$ cat config.mk
export PLATFORM = sky130hd
export DESIGN_NAME = pipelined_subtractor
export DESIGN_NICKNAME = d
export VERILOG_FILES = /design/src/rtl/pipelined_subtractor.sv
export SDC_FILE = /design/constraint.sdc
export NUM_CORES = 2
export LEC_CHECK = 0
export BUFFER_PORTS_ARGS = -buffer_cell sky130_fd_sc_hd__buf_2
export CAP_MARGIN = 20
export CORE_MARGIN = 2
export CORE_UTILIZATION = 45
export DETAILED_ROUTE_END_ITERATION = 10
export PLACE_DENSITY = 0.59
export SYNTH_ARGS = -nofsm -noshare
export SYNTH_HDL_FRONTEND = slang
export SYNTH_SLANG_ARGS = --single-unit
$ cat constraint.sdc
create_clock -name clk -period 6.9 [get_ports clk]
set_input_delay 0.69 -clock clk [delete_from_list [all_inputs] [get_ports clk]]
set_output_delay 0.69 -clock clk [all_outputs]
set_load 0.01 [all_outputs]
$ cat src/rtl/pipelined_subtractor.sv
// Pipelined (WIDTH+1)-bit subtractor: borrow ripples one CHUNK-bit slice per register stage.
// Optional macro SUBTRACTOR_SATURATE_EN clamps diff to zero whenever borrow is set.
module pipelined_subtractor #(
    parameter int WIDTH = 127,
    parameter int CHUNK = 32
) (
    input  logic             clk,
    input  logic             rst_n,
    input  logic             in_valid,
    output logic             in_ready,
    input  logic [WIDTH:0]   minuend,
    input  logic [WIDTH-1:0] subtrahend,
    output logic             out_valid,
    input  logic             out_ready,
    output logic [WIDTH:0]   diff,
    output logic             borrow
);
    localparam int DW     = WIDTH + 1;
    localparam int NCHUNK = (DW + CHUNK - 1) / CHUNK;
    localparam int PW     = NCHUNK * CHUNK;

    // Handshake: a beat moves on in_valid & in_ready and leaves on out_valid & out_ready.
    // The whole pipe advances together; when the output is stalled every stage holds.
    logic w_adv;

    // Stage 0 is the input register; stage k holds slices [0..k-1] already resolved in
    // r_a, with the untouched upper minuend bits still in place above them.
    logic [PW-1:0] r_a  [0:NCHUNK];
    logic [PW-1:0] r_b  [0:NCHUNK-1];
    logic          r_bw [0:NCHUNK];
    logic          r_v  [0:NCHUNK];

    logic [CHUNK:0] w_sub    [1:NCHUNK];
    logic [PW-1:0]  w_a_next [1:NCHUNK];

    assign w_adv     = !r_v[NCHUNK] || out_ready;
    assign in_ready  = w_adv;
    assign out_valid = r_v[NCHUNK];
    assign diff      = r_a[NCHUNK][DW-1:0];
    assign borrow    = r_bw[NCHUNK];

    // Zero padding above bit WIDTH propagates the borrow unchanged, so the top
    // slice's borrow out equals the borrow out of bit WIDTH even for a partial slice.
    always_comb begin
        for (int k = 1; k <= NCHUNK; k++) begin
            w_sub[k] = {1'b0, r_a[k-1][(k-1)*CHUNK +: CHUNK]}
                     - {1'b0, r_b[k-1][(k-1)*CHUNK +: CHUNK]}
                     - {{CHUNK{1'b0}}, r_bw[k-1]};
            w_a_next[k] = r_a[k-1];
            w_a_next[k][(k-1)*CHUNK +: CHUNK] = w_sub[k][CHUNK-1:0];
        end
`ifdef SUBTRACTOR_SATURATE_EN
        if (w_sub[NCHUNK][CHUNK]) begin
            w_a_next[NCHUNK] = '0;
        end
`endif
    end

    always_ff @(posedge clk or negedge rst_n) begin
        if (!rst_n) begin
            for (int k = 0; k <= NCHUNK; k++) begin
                r_v[k]  <= 1'b0;
                r_a[k]  <= '0;
                r_bw[k] <= 1'b0;
            end
            for (int k = 0; k < NCHUNK; k++) begin
                r_b[k] <= '0;
            end
        end else if (w_adv) begin
            r_v[0]  <= in_valid;
            r_a[0]  <= PW'(minuend);
            r_b[0]  <= PW'(subtrahend);
            r_bw[0] <= 1'b0;
            for (int k = 1; k <= NCHUNK; k++) begin
                r_v[k]  <= r_v[k-1];
                r_a[k]  <= w_a_next[k];
                r_bw[k] <= w_sub[k][CHUNK];
            end
            for (int k = 1; k < NCHUNK; k++) begin
                r_b[k] <= r_b[k-1];
            end
        end
    end

endmodule

# Word level (Yosys, flattened, before mapping)
# Cells that the tools add are included.
[classes] add_sub_neg=7 mul=0 div_mod_pow=0 magnitude_cmp=0 n_eq_ne=0 n_shift=0 mux=0 bitwise_logic=0 n_reduce_logical=2
[op_table] op="$sub 32x32->33" count=3
[op_table] op="$sub 33x1->33" count=3
[op_table] op="$sub 32x31->33" count=1
[op_table] op="$logic_not 1->1" count=1
[op_table] op="$logic_or 1x1->1" count=1
[totals] regBits=1157 latch_bits=0 mem_bits_rw=0 mem_bits_ro=0 inputBits=259 output_inout_bits=131 elab_cells=27 n_memories=0

# Logic depth before layout (Yosys ltp)
[depth] ltp_word=2 mapped_depth=14 depth_no_buf=13

# Worst setup path after synthesis
# No wires, ideal clock.
[synth_path] path_type="reg2reg" from="register r_a[416] (netlist name)" to="register r_bw[2] (netlist name)" t_arrival_ns=3.112 t_required_ns=6.813 setup_slack_ns=3.701 path_stages_with_launch=12 path_buffers=0 synth_period_minus_slack_ns=3.199 cell_sequence="dfrtp_1 fa_1 fa_1 nand2b_1 a31o_2 a31oi_1 a21oi_1 a31oi_1 o21ba_2 o221ai_1 a2111o_1 o211ai_1"
[synth_between] elab_chain_cells=2
[synth_lines] element="start: declaration" line="28" source="logic [PW-1:0] r_a [0:NCHUNK];"
[synth_lines] element="start signal: indexed assignment" line="76" source="r_a[k] <= w_a_next[k];"
[synth_lines] element="$sub 32x32->33" line="47" source="- {1'b0, r_b[k-1][(k-1)*CHUNK +: CHUNK]}"
[synth_lines] element="$sub 33x1->33" line="48" source="- {{CHUNK{1'b0}}, r_bw[k-1]};"
[synth_lines] element="end signal: indexed assignment" line="77" source="r_bw[k] <= w_sub[k][CHUNK];"
[synth_lines] element="end: declaration" line="30" source="logic r_bw [0:NCHUNK];"
# No other way between the ends.
# A chain may end at the register's enable or synchronous reset.

# Worst setup path after layout
[layout_path] from="register r_a[416] (netlist name)" to="register r_a[317] (netlist name)"
[layout_between] elab_chain_cells=2
[layout_lines] element="$sub 32x32->33" line="47"
[layout_lines] element="$sub 33x1->33" line="48"
# No other way between the ends.

==> qor_table.md <==
| Item | Value |
|---|---|
| Final-report max-slew violation count | 0 |
| Total of max-cap violations | 0 |
| Overall fraction of global-route tracks in use | 20.5% |
| Portion of total power attributed to sequential cells | 32.3% |
| Final wirelength | 105 mm |
| Pre-CTS setup slack | 3.25 ns |
| Number of fillers in the final layout | 9503 |
| Areal power density over the cells | 585 nW/um2 |
| Post-cts sizing count | 0 |
| Antenna violations before repair | 0 |
| Quantity of I/O buffers inserted on ports | 389 |
| Cell count after placement | 6567 |
| Part of the power in combinational logic | 47.6% |
| Number of design-rule violations left by the first detailed-router iteration | 2492 |
| Switching power total | 0.0122 W |
| Class of the tightest hold or removal check | input port to async pin |
| Number of enable flip-flop cells after synthesis | 0 |
| Lkg Pwr | 27.1 nW |
| Peak-usage layer in the global routing report | met2 |
| Non-filler cells, final | 6761 |
| Final-report hold violation count | 1 |
| Met2 routing resource usage after global routing | 31.4% |
| Critical Path Fanout Max | 5 |
| Most common library cell in the layout ignoring fill and taps | nand2_1 |
| Die area | 102000 um2 |
| H-tree depth reported by CTS | 3 |
| GR Util met3 | 3.34% |
| Clock transition at path regs | 0.06 ns |
| Area grow syn2layout | 12.9% |
| Category of the worst setup path launch point | register |
| GRT met1 Usage | 29.9% |
| Hold Slack | -0.00357 ns |
| Time the worst path needs with I/O delays and setup | 3.66 ns |
| Cell area after placement | 46900 um2 |
| Largest net degree at the start of global routing | 220 |
| Worst setup path endpoint | r_a[317] |
| Worst reg2reg endpoint | r_a[317] |
| Worst setup path category | register to register |
| Measured slew at the worst slew-check pin | 1.13 ns |
| Total DRC errors in the routed layout | 0 |
| CP required | 7.48 ns |
| Peak supply drop | 337 uV |
| Quantity of hold-fixing buffers added after cts | 0 |
| Endpoints failing setup | 0 |
| Initial standard-cell utilization of the core | 45.5% |
| Number of buffers between clock root and the deepest sink | 3 |
| Synth Warn # | 0 |
| Skew-Pair Late Insertion Delay | 0.69 ns |
| Wire length of the first global-routing pass | 170 mm |
| Post-route clock skew | 0.0329 ns |
| Finished layout cell area | 50600 um2 |
| Worst slew margin relative to its limit | 24.6% |
| Clock tree from TritonCTS | done |
| Placeable core area | 98600 um2 |
| Critical path endpoint category | register |
| Yosys reg bits | 965 |
| Die height | 320 um |
| Residual antenna-violating net count after detailed routing | 0 |
| Vias | 33095 |
| Die span in x | 320 um |
| Upper clock frequency limit | 0.273 GHz |
| Number of distinct library cells after synthesis | 68 |
| Cells on worst reg2reg path | 12 |
| Start point of the critical path | r_a[416] |
| Internal Pwr Total | 0.0174 W |
| Outcome | finished, violations left |
| Commonest non-fill, non-tap cells in the layout | nand2_1 (2371), dfrtp_1 (965), buf_2 (388), inv_1 (328), o21ai_0 (226) |
| Summed instance area of the synthesized netlist | 44800 um2 |
| Violations in the final reports | hold timing |
| Total overflow reported by the global router | 0 |
| Final worst slack | 3.24 ns |
| Number of nets in the final layout | 5870 |
| Sum of net half-perimeters after detailed placement | 71.6 mm |
| Post-route core utilization | 51.3% |
| Most common flop cell mapped by yosys | dfrtp_1 |
| Mean instance size in the synthesized netlist | 8.58 um2 |
| Clock network power share | 20.1% |
| Fraction of final layout cells sized beyond drive strength 1 | 11.0% |
| Post-Syn Instances | 5226 |
| Unrepaired setup endpoints after global routing | no |
| Final total negative setup slack | 0 ns |
| Flop-to-flop setup slack | 3.24 ns |
| Root Buffer Master | clkbuf_16 |
| # Post-CTS Setup Buffers | 0 |
| Routability congestion estimate from global placement | 0.856 |
| Routed wire per std cell | 15.5 um |
| Fraction of registers with async set/reset | 100% |
| Startpoint of the most critical register-to-register path | r_a[416] |
| Via/cell ratio | 4.89 |
| Sequential fraction of the synthesis area | 53.9% |
| I/O pin count | 390 |
| Number of clock sinks | 965 |
| Total clock buffers created by CTS | 105 |
| Arr. time, crit path | 4.24 ns |
| Net switching fraction of the power | 41.3% |
| Router iterations before antenna repair | 5 |
| Vias in the first global route | 31858 |
| Cell row count | 115 |
| Net count after synthesis | 5709 |
| Ratio of final minimum period to clock period | 53.1% |
==> how the worst min path moves through the flow <==
stage,start,to
2_1_floorplan,rst_n,borrow
3_3_place_gp,diff[10],diff[10]
3_5_place_dp,diff[55],diff[55]
4_1_cts,rst_n,r_v[3]
5_1_grt,rst_n,r_v[3]
6_report,rst_n,r_v[3]
==> kinds of logic after synthesis <==
family                     synth area share (%)
AOI/OAI and AO/OA                          7.69
xor gates and xnor gates                   2.07
adders and majority gates                  6.37
buffers and inverters                      6.84
DFF                                        53.9
muxes                                    0.0698
and+or+nand+nor                            23.1
==> Yosys cell counts (all sizes together), types with 7 or more instances <==
cell    count  area share, %
a211oi     18           0.30
a21o       63            1.1
a21oi     163            1.8
a31oi      17           0.24
and2       14           0.20
and3       16           0.22
buf       145            2.3
clkbuf    215            1.8
dfrtp     965             54
fa          7           0.31
ha        217            6.1
inv       329            2.8
nand2    2371             20
nand2b     21           0.29
nand3      32           0.36
nand3b      7           0.12
nand4       9           0.13
nor2      127            1.1
nor2b      14           0.20
nor3       13           0.15
o21a       12           0.20
o21ai     233            2.6
o21bai     13           0.22
o31ai       7           0.12
xnor2      49           0.96
xor2       57            1.1
==> state kept, by name, indices dropped and copies added, names as in the netlist <==
register,flops
r_a,512
r_b,316
diff,128
r_v,4
r_bw,3
borrow,1
out_valid,1
==> stage by stage <==
step           hold slack, ns  power [W]
2_1_floorplan           0.394     0.0202
3_3_place_gp            0.445     0.0235
3_5_place_dp            0.450     0.0237
4_1_cts                0.0185     0.0299
5_1_grt                0.0401     0.0323
6_report             -0.00357     0.0296
==> area by class of cell <==
cell class,instances,area [um2],share of cell area [%]
multi-input cells,3572,17600,34.8
flip-flops and latches,965,24100,47.7
clock inverters,46,681,1.34
repair buffers,414,2280,4.51
diodes,1,2.50,0.00494
clock buffers,147,3030,5.98
inverters,329,1240,2.45
well taps,1287,1610,3.18
==> per-layer routing <==
metal	wire length [um]	up-vias
li1	-	16630
met1	50600	15721
met2	46300	602
met3	4840	142
met4	2930	0
met5	0	-
==> power groups by stage <==
stage / registers [W] / clock network [W] / logic [W]
after floorplan: 0.00919 / 0 / 0.0110
after global placement: 0.00959 / 0 / 0.0139
after detailed placement: 0.00965 / 0 / 0.0141
after CTS: 0.00957 / 0.00613 / 0.0142
after global routing: 0.00985 / 0.00637 / 0.0161
final: 0.00956 / 0.00596 / 0.0141
==> worst max-delay path, cell delays in order, from the launching register on <==
cell      delay [ns]
dfrtp_1         0.39
fa_1            0.56
inv_1           0.05
ha_1            0.17
o21a_1          0.20
o311ai_0        0.44
a21oi_1         0.17
o211ai_1        0.40
a21oi_1         0.19
o211ai_1        0.41
a221oi_1        0.17
o211a_1         0.25
nor3_1          0.17
No activity file was read; power rests on OpenSTA's default activity.
